`config.mk`:
```
export PLATFORM = sky130hd
export DESIGN_NAME = tdm_demux4
export DESIGN_NICKNAME = d
export VERILOG_FILES = /design/src/rtl/tdm_pkg.sv /design/src/rtl/tdm_slot_ctr.sv /design/src/rtl/tdm_demux4.sv
export SDC_FILE = /design/constraint.sdc
export NUM_CORES = 1
export LEC_CHECK = 0
export CORE_MARGIN = 3
export CORE_UTILIZATION = 53
export CTS_CLUSTER_DIAMETER = 40
export DETAILED_ROUTE_END_ITERATION = 8
export GPL_TIMING_DRIVEN = 0
export PLACE_DENSITY = 0.82
export SLEW_MARGIN = 30
export SYNTH_ARGS = -nofsm -noshare
export SYNTH_HDL_FRONTEND = slang
export SYNTH_SLANG_ARGS = --single-unit
```
`constraint.sdc`:
```
create_clock -name clk -period 2.4 [get_ports clk]
set_input_delay 0.48 -clock clk [delete_from_list [all_inputs] [get_ports clk]]
set_output_delay 0.48 -clock clk [all_outputs]
set_load 0.005 [all_outputs]
```
`src/rtl/tdm_pkg.sv`:
```
// Shared types and constants for the 4-slot TDM receive path.
package tdm_pkg;

  localparam int NUM_SLOTS = 4;
  localparam int SLOT_W    = 2;
  localparam logic [SLOT_W-1:0] LAST_SLOT = 2'd3;

  typedef enum logic {
    IDLE,
    COLLECT
  } state_t;

endpackage

```
`src/rtl/tdm_slot_ctr.sv`:
```
// Slot index counter: clears on reset, loads 1 on a start of frame,
// otherwise increments with natural wrap from 3 back to 0.
module tdm_slot_ctr
  import tdm_pkg::*;
(
  input  logic              clk,
  input  logic              reset,
  input  logic              load,
  input  logic              inc,
  output logic [SLOT_W-1:0] slot,
  output logic              last
);

  // Load takes priority over increment so a resync always restarts at slot 1.
  always_ff @(posedge clk) begin
    if (reset) begin
      slot <= '0;
    end else if (load) begin
      slot <= SLOT_W'(1);
    end else if (inc) begin
      slot <= slot + 1'b1;
    end
  end

  assign last = (slot == LAST_SLOT);

endmodule

```
`src/rtl/tdm_demux4.sv`:
```
// Receive-side TDM demux: gathers four beats of a frame into shadow
// registers and publishes them to the channel outputs all at once.
module tdm_demux4
  import tdm_pkg::*;
#(
  parameter int WIDTH = 4
) (
  input  logic              clk,
  input  logic              reset,
  input  logic              in_valid,
  input  logic              in_sof,
  input  logic [WIDTH-1:0]  in_data,
  output logic [WIDTH-1:0]  out0,
  output logic [WIDTH-1:0]  out1,
  output logic [WIDTH-1:0]  out2,
  output logic [WIDTH-1:0]  out3,
  output logic              frame_valid,
  output logic [SLOT_W-1:0] slot,
  output logic              sync_err
);

  state_t state;
  state_t state_next;

  logic              ctr_load;
  logic              ctr_inc;
  logic              slot_last;
  logic              shadow_we;
  logic [SLOT_W-1:0] shadow_idx;
  logic              out_we;
  logic              fv_next;
  logic              se_next;

  logic [WIDTH-1:0]  shadow0;
  logic [WIDTH-1:0]  shadow1;
  logic [WIDTH-1:0]  shadow2;

  tdm_slot_ctr u_slot_ctr (
    .clk   (clk),
    .reset (reset),
    .load  (ctr_load),
    .inc   (ctr_inc),
    .slot  (slot),
    .last  (slot_last)
  );

  // State register.
  always_ff @(posedge clk) begin
    if (reset) begin
      state <= IDLE;
    end else begin
      state <= state_next;
    end
  end

  // Next-state and datapath control; an SOF always restarts capture at slot 0.
  always_comb begin
    state_next = state;
    ctr_load   = 1'b0;
    ctr_inc    = 1'b0;
    shadow_we  = 1'b0;
    out_we     = 1'b0;
    fv_next    = 1'b0;
    se_next    = 1'b0;
    case (state)
      IDLE: begin
        if (in_valid && in_sof) begin
          ctr_load   = 1'b1;
          shadow_we  = 1'b1;
          state_next = COLLECT;
        end
      end
      COLLECT: begin
        if (in_valid) begin
          if (in_sof) begin
            se_next   = 1'b1;
            ctr_load  = 1'b1;
            shadow_we = 1'b1;
          end else if (slot_last) begin
            out_we     = 1'b1;
            fv_next    = 1'b1;
            ctr_inc    = 1'b1;
            state_next = IDLE;
          end else begin
            ctr_inc   = 1'b1;
            shadow_we = 1'b1;
          end
        end
      end
      default: state_next = IDLE;
    endcase
  end

  assign shadow_idx = ctr_load ? '0 : slot;

  // Shadow capture of slots 0..2; slot 3 goes straight to out3.
  always_ff @(posedge clk) begin
    if (reset) begin
      shadow0 <= '0;
      shadow1 <= '0;
      shadow2 <= '0;
    end else if (shadow_we) begin
      case (shadow_idx)
        2'd0:    shadow0 <= in_data;
        2'd1:    shadow1 <= in_data;
        2'd2:    shadow2 <= in_data;
        default: ;
      endcase
    end
  end

  // Channel outputs update together on the last beat; strobes last one cycle.
  always_ff @(posedge clk) begin
    if (reset) begin
      out0        <= '0;
      out1        <= '0;
      out2        <= '0;
      out3        <= '0;
      frame_valid <= 1'b0;
      sync_err    <= 1'b0;
    end else begin
      frame_valid <= fv_next;
      sync_err    <= se_next;
      if (out_we) begin
        out0 <= shadow0;
        out1 <= shadow1;
        out2 <= shadow2;
        out3 <= in_data;
      end
    end
  end

endmodule

```
# Word-level counts from Yosys, hierarchy flattened
# Index checks and enable logic that the tools add are counted.
[totals]
output_inout_bits = 20
wordCells = 45
ff_bits = 33
in_bits = 8
[op_classes]
reduce_logical = 8
add_sub_neg = 1
eq_ne = 3
bitwise = 1
n_mux = 20
[op_table]
columns = ["op", "count"]
rows = [
  ["1-bit 2-to-1 mux", 16],
  ["1-bit one-hot mux with 2 select lines", 3],
  ["2-bit AND reduction", 3],
  ["2-bit == test (second input constant)", 2],
  ["2-bit OR reduction", 2],
  ["2-bit by 1-bit adder with 2-bit output (second input constant)", 1],
  ["2-bit by 1-bit == test with 1-bit output (second input constant)", 1],
  ["2-bit logical NOT", 1],
  ["2-bit 2-to-1 mux", 1],
  ["2-bit nonzero test", 1],
  ["1-bit logical AND", 1],
  ["1-bit inverter", 1],
]

# Logic depth before layout (Yosys ltp)
# Gate-level depths: netlist of run 1.
[depth]
ltp_word = 6
depth_mapped = 6
ltp_nobuf = 4

# By module
# A second synthesis of run 1 with hierarchy kept.
[unflattened]
cells_unflattened = 151
hier_area_um2 = 1381.3
[modules_own_cells]
columns = ["module", "area_each_um2", "cells_per_inst", "seq_area_each_um2", "n_inst"]
rows = [
  ["tdm_demux4", 1296.2, 143, 620.6, 1],
  ["tdm_slot_ctr", 85.1, 8, 40.0, 1],
]

# Worst setup path after synthesis of run 1
# Ideal clock, no wire load.
[synth_path]
path_kind = "reg2reg"
startpoint = "register u_slot_ctr.slot[0]"
endpoint = "register out0[0]"
period_less_slack_ns = 1.421
required_time_ns = 2.330
path_stages_with_launch = 7
arrival_time_ns = 1.350
path_buffers = 2
setup_ns = 0.070
slack_ns = 0.979
cell_sequence = "dfxtp_1 -> ha_1 -> and4b_1 -> clkbuf_2 -> buf_2 -> nand2_1 -> a21oi_1"
[synth_between]
elab_chain_len = 5
[synth_rtl]
columns = ["element", "line", "source"]
rows = [
  ["start: declaration", "tdm_slot_ctr.sv:10", "output logic [SLOT_W-1:0] slot,"],
  ["start signal: assignment", "tdm_slot_ctr.sv:21", "slot <= slot + 1'b1;"],
  ["2-bit == test", "tdm_slot_ctr.sv:25", "assign last = (slot == LAST_SLOT);"],
  ["1-bit 2-to-1 mux", "tdm_demux4.sv:79", "end else if (slot_last) begin"],
  ["1-bit 2-to-1 mux", "tdm_demux4.sv:75", "if (in_sof) begin"],
  ["1-bit 2-to-1 mux", "tdm_demux4.sv:74", "if (in_valid) begin"],
  ["1-bit 2-to-1 mux", "-", ""],
  ["end signal: assignment", "tdm_demux4.sv:125", "out0 <= shadow0;"],
  ["end: declaration", "tdm_demux4.sv:13", "output logic [WIDTH-1:0] out0,"],
]
# Every way passes these cells.
# A chain may end at the register's enable or synchronous reset.

# Final worst setup path of run 1
[layout_path]
startpoint = "register u_slot_ctr.slot[0]"
endpoint = "output slot[0]"
[layout_lines]
columns = ["element", "line", "source"]
rows = [
  ["end: declaration", "tdm_demux4.sv:18", "output logic [SLOT_W-1:0] slot,"],
]
# No word-level cell between the ends.

==> impl_metrics.toml, run 1 <==
[clock_tree]
clockRootBuffer = "clkbuf_4"
htreeDepth = 2
clk_latency_ns = 0.33
post_cts_resized = 0
postCtsSetupBuffers = 0
holdBufCountCts = 0
cts_buffer_depth = 2
cts_tree = "yes"
cts_sinks = 33
clk_pin_slew_ns = 0.10
cts_made_buffers = 5

[synth]
syn_inst = 156
synthAdderAreaFrac_pct = 0.904
yosys.area.top_type = "dfxtp_1"
synth_nets = 165
ys_seq_area_share_pct = 47.7
synth_top_family_by_area = "simple AND/OR/NAND/NOR gates"
synth_top_area_share_pct = 47.7
synth-seq-cells = 33
yosys-mux-area-fraction_pct = 5.79
netlist_top_cells_area = "dfxtp_1, nand2_1, a21oi_1"
synth_compound_area_share_pct = 9.22
synth-simple-area-share_pct = 30.9
netlist_area_mm2 = 0.00138
syn_avg_cell_area_um2 = 8.87
yosysWarnings = 0
yosys.cell_types.count = 27
synthXorXnorAreaFrac_pct = 0

[routing]
drcViolationCount = 0
wl_per_cell_um = 13.5
avgViaCountPerCell = 5.46
postRouteAntennaNets = 0
drt_wl_total_um = 2920
drtIter0Drc = 21
firstDrtPassIters = 4
vias = 1179

[final_layout]
drive_gt1_share_pct = 7.98
final_cell_mix = "nand2_1, dfxtp_1, clkdlybuf4s50_1"
area_delta_synth_final_pct = 24.6
nets = 197
fillers = 205
diodes = 0
layout_commonest_cell = "nand2_1"

[floorplanning]
start_util_pct = 59.1
core_mm2 = 0.00234
std_cell_rows = 17
die_y_um = 57.1
die_w_um = 57.1
pin_count = 28
die_area_mm2 = 0.00326

[power_and_ir_drop]
p_int_uw = 728
pwr-share-comb_pct = 7.4
swShare_pct = 23.4
power_leakage_nw = 0.627
clkPwrFrac_pct = 33.2
power_switching_uw = 222
ir_worst_vdd_uv = 496
seqPwrFrac_pct = 59.5
power_per_cell_area_mw_per_mm2 = 551

[place]
dp_hpwl_um = 2160
gp_congestion = 0.849
portBuffers = 25
place_ws_ns = 0.357

[sta]
worst_pin_slew_ns = 0.655
rsz0062_at_grt = "no"
max_freq_mhz = 558
hold_viol = 0
finClkSkew_ns = 0.00659
slew-limit-headroom_pct = 56.2
worst_slack_ns = 0.608
finalMaxSlewViolations = 0
setup_tns_ns = 0
setup_viol = 0
period_needed_ns = 1.79
finalCritPeriodShare_pct = 74.7

[critical_path]
crit_chain = "clkdlybuf4s50_1"
max_stage_delay_ns = 0.54
path_class = "flip-flop to primary output"
cpMaxStageDelayCell = "clkdlybuf4s50_1"
rrSetupSlack_ns = 0.73
critPathLaunch = "u_slot_ctr.slot[0]"
crit_fanout = 6
endpoint_kind = "primary output"
crit_arrival_ns = 1.31
cp.required_ns = 1.92
cp_num_buf_inv = 1
r2r-end = "out0[1]"
crit_family = "buffers and inverters"
reg2reg_from = "u_slot_ctr.slot[0]"
rr_worst_depth = 5
startpoint_type = "flip-flop"

[min_path]
min_delay_worst_endpoint = "out0[2]"
hold_path.class = "flip-flop to flip-flop"
holdPathStages = 2
min_from = "out0[2]"

[global_route]
grt_max_degree = 11
antenna_found_initial = 0
grt_use_total_pct = 20.6
grt_pass1_wl_um = 5200
grt_overflow_total = 0
first_global_vias = 1223

[flow_run]
cap_violations = 0

[run_status]
status = "finished, final reports clean"
[worst min-delay path, stage by stage, from the launching register on]
cell and delay [ns]:
dfxtp_1 0.32, nand2_1 0.05, a21oi_1 0.05
[final cells by class]
| class | instances | area (µm²) | area share (%) |
|---|---|---|---|
| Sequential cell | 33 | 661 | 38.3 |
| Multi-Input combinational cell | 109 | 648 | 37.6 |
| Timing Repair Buffer | 25 | 250 | 14.5 |
| Buffer | 13 | 71.3 | 4.14 |
| Clock buffer | 7 | 55.1 | 3.19 |
| Tap cell | 28 | 35.0 | 2.03 |
| Inverter | 1 | 3.75 | 0.218 |
[cells by family (layout without fill, tap and decap cells)]
logic type	count (synthesis)	after routing
and+or+nand+nor	76	76
muxes	8	8
AOI/OAI and AO/OA	24	24
DFF	33	33
buffers and inverters	14	46
adders and majority gates	1	1
[through the flow]
stage | power, mW | std cells | hold slack (ns) | utilization [%] | instance area [µm²]
3_5_place_dp | 0.647 | 209 | 0.447 | 71.3 | 1670
3_3_place_gp | 0.644 | 209 | 0.437 | 71.3 | 1670
4_1_cts | 0.957 | 216 | 0.459 | 73.7 | 1720
5_1_grt | 0.999 | 216 | 0.477 | 73.7 | 1720
6_report | 0.950 | 216 | 0.458 | 73.7 | 1720
2_1_floorplan | 0.619 | 156 | 0.432 | - | 1380
[worst max-delay path by stage]
stage,end,slack (ns),depth (start not counted)
floorplan,out0[0],0.98,6
global placement,out0[2],0.41,6
detailed placement,out0[1],0.36,6
CTS,slot[0],0.59,1
global route,out0[1],0.53,6
finish,slot[0],0.61,1
[state kept, by name (all words and copies together), names as in the netlist]
register	cells
shadow2	4
shadow1	4
out0	4
out2	4
frame_valid	1
out3	4
state	1
out1	4
u_slot_ctr.slot	2
shadow0	4
sync_err	1
[power groups by stage]
stage                     clock network (mW)  logic [mW]  registers (mW)
after detailed placement                   0      0.0690           0.578
after CTS                              0.323      0.0691           0.565
after global routing                   0.356      0.0768           0.567
after global placement                     0      0.0668           0.577
final                                  0.315      0.0699           0.565
after floorplan                            0      0.0432           0.576
[synthesized netlist by cell type, drive strengths merged]
cell    count
a21oi      18
a22oi       1
a31oi       4
and3        1
and3b       1
and4b       1
buf         7
clkbuf      6
dfxtp      33
ha          1
inv         1
mux2i       8
nand2      35
nand2b     12
nand3       4
nand4b      6
nor2        3
nor2b       1
nor3b       5
nor4b       1
o21ai       1
or2b        1
or3         1
or4b        4
[per-layer routing]
layer | up-vias | wire length (µm) | share of wire [%] | track usage (%)
li1 | 602 | - | - | -
met1 | 547 | 1290 | 44 | 23.1
met2 | 27 | 1470 | 50 | 35.4
met3 | 3 | 136 | 4.7 | 7.24
met4 | 0 | 27 | 0.92 | 8.28
met5 | - | 0 | 0 | 0
Note: power is estimated with default switching activity, not from simulation.
==> run 2, diff against run 1 <==
--- a/config.mk
+++ b/config.mk
@@ -6,11 +6,11 @@
 export NUM_CORES = 1
 export LEC_CHECK = 0
 export CORE_MARGIN = 3
-export CORE_UTILIZATION = 53
+export CORE_UTILIZATION = 50
 export CTS_CLUSTER_DIAMETER = 40
 export DETAILED_ROUTE_END_ITERATION = 8
 export GPL_TIMING_DRIVEN = 0
-export PLACE_DENSITY = 0.82
+export PLACE_DENSITY = 0.78
 export SLEW_MARGIN = 30
 export SYNTH_ARGS = -nofsm -noshare
 export SYNTH_HDL_FRONTEND = slang
==> constraint.sdc (replaced) <==
create_clock -name clk -period 1.8 [get_ports clk]
set_input_delay 0.36 -clock clk [delete_from_list [all_inputs] [get_ports clk]]
set_output_delay 0.36 -clock clk [all_outputs]
set_load 0.005 [all_outputs]
==> impl_metrics.toml, run 2 (synthesis results as in run 1) <==
[run_status]
status = "finished, final reports clean"

[critical_path]
crit_arrival_ns = 1.33
critPathLaunch = "u_slot_ctr.slot[0]"
reg2reg_from = "u_slot_ctr.slot[1]"
cpMaxStageDelayCell = "clkdlybuf4s50_1"
crit_family = "buffers and inverters"
endpoint_kind = "primary output"
cp.required_ns = 1.44
startpoint_type = "flip-flop"
cp_num_buf_inv = 1
crit_chain = "clkdlybuf4s50_1"
path_class = "flip-flop to primary output"
max_stage_delay_ns = 0.54
crit_fanout = 6

[routing]
drtIter0Drc = 43
vias = 1167
firstDrtPassIters = 4
avgViaCountPerCell = 5.33
postRouteAntennaNets = 0
drt_wl_total_um = 2940
drcViolationCount = 0
wl_per_cell_um = 13.4

[floorplanning]
start_util_pct = 54.4
core_mm2 = 0.00254
std_cell_rows = 18
die_w_um = 58.6
die_area_mm2 = 0.00344
die_y_um = 58.6
pin_count = 28

[min_path]
hold_path.class = "input pin to flip-flop"
min_from = "in_valid"

[sta]
finalMaxSlewViolations = 0
setup_viol = 0
max_freq_mhz = 592
finClkSkew_ns = 0.00974
setup_tns_ns = 0
period_needed_ns = 1.69
slew-limit-headroom_pct = 59.0
worst_slack_ns = 0.112
hold_viol = 0
worst_pin_slew_ns = 0.614
finalCritPeriodShare_pct = 93.8
rsz0062_at_grt = "no"

[global_route]
antenna_found_initial = 0
grt_max_degree = 11
grt_pass1_wl_um = 4960
grt_use_total_pct = 19.3
first_global_vias = 1094
grt_overflow_total = 0

[clock_tree]
cts_tree = "yes"
htreeDepth = 2
clockRootBuffer = "clkbuf_4"
cts_made_buffers = 5
clk_latency_ns = 0.35
postCtsSetupBuffers = 0
clk_pin_slew_ns = 0.11
cts_sinks = 33
cts_buffer_depth = 2

[flow_run]
cap_violations = 0

[final_layout]
final_core_util_pct = 68.5
diodes = 0
final_cell_mix = "nand2_1, dfxtp_1, clkdlybuf4s50_1"
nets = 197
instances_no_fill = 219
area_delta_synth_final_pct = 26.0
drive_gt1_share_pct = 9.52
layout_commonest_cell = "nand2_1"

[power_and_ir_drop]
power_mw = 1.33
seqPwrFrac_pct = 56.8
pwr-share-comb_pct = 7.0
power_switching_uw = 315
p_int_mw = 1.01
power_leakage_nw = 0.634
power_per_cell_area_mw_per_mm2 = 761
ir_worst_vdd_uv = 719
clkPwrFrac_pct = 36.2
swShare_pct = 23.7

[place]
place_ws_ns = -0.124
dp_hpwl_um = 2170
gp_congestion = 0.839
portBuffers = 25
placed_cells = 211
## run 2: path summary, 6_finish.rpt
check,endpoint,depth (start not counted),slack [ns]
setup / recovery,slot[0],1,0.11
hold reg to reg,out3[2],2,0.46
setup reg to reg,out2[0],5,0.17
hold / removal,u_slot_ctr.slot[0],3,0.40
## run 2: metrics by stage
stage                     cell area [µm²]  hold slack (ns)
after floorplan                      1380            0.432
after global placement               1670            0.441
after detailed placement             1670            0.444
after CTS                            1740            0.389
after global routing                 1740            0.434
final                                1740            0.397
## run 2: power by group through the flow
stage	sequential (mW)	clock [mW]	combinational (mW)
floorplan	0.767	0	0.0576
global placement	0.769	0	0.0888
CTS	0.754	0.490	0.0920
global route	0.756	0.519	0.102
finish	0.754	0.481	0.0927
detailed placement	0.771	0	0.0920
## run 2: what timing repair did
action                                  in CTS  in global routing
hold buffers                                 0                  0
resized for setup                            0                  1
endpoints found under the setup margin       0                  5
## run 2: layout make-up
cell class / instances / area, µm²
Clock inverter: 1 / 5.00
Buffer: 13 / 71.3
Timing Repair Buffer: 25 / 250
Tap cell: 30 / 37.5
Sequential cell: 33 / 661
Multi-Input combinational cell: 109 / 651
Inverter: 1 / 3.75
Fill cell: 216 / 801
Clock buffer: 7 / 65.1
## run 2: layer usage
layer	track usage [%]	up-vias	part of all wire, %
met2	30.9	32	47
met4	8.74	0	2.0
met3	6.14	8	5.6
li1	-	603	-
met5	0	-	0
met1	23.7	524	46
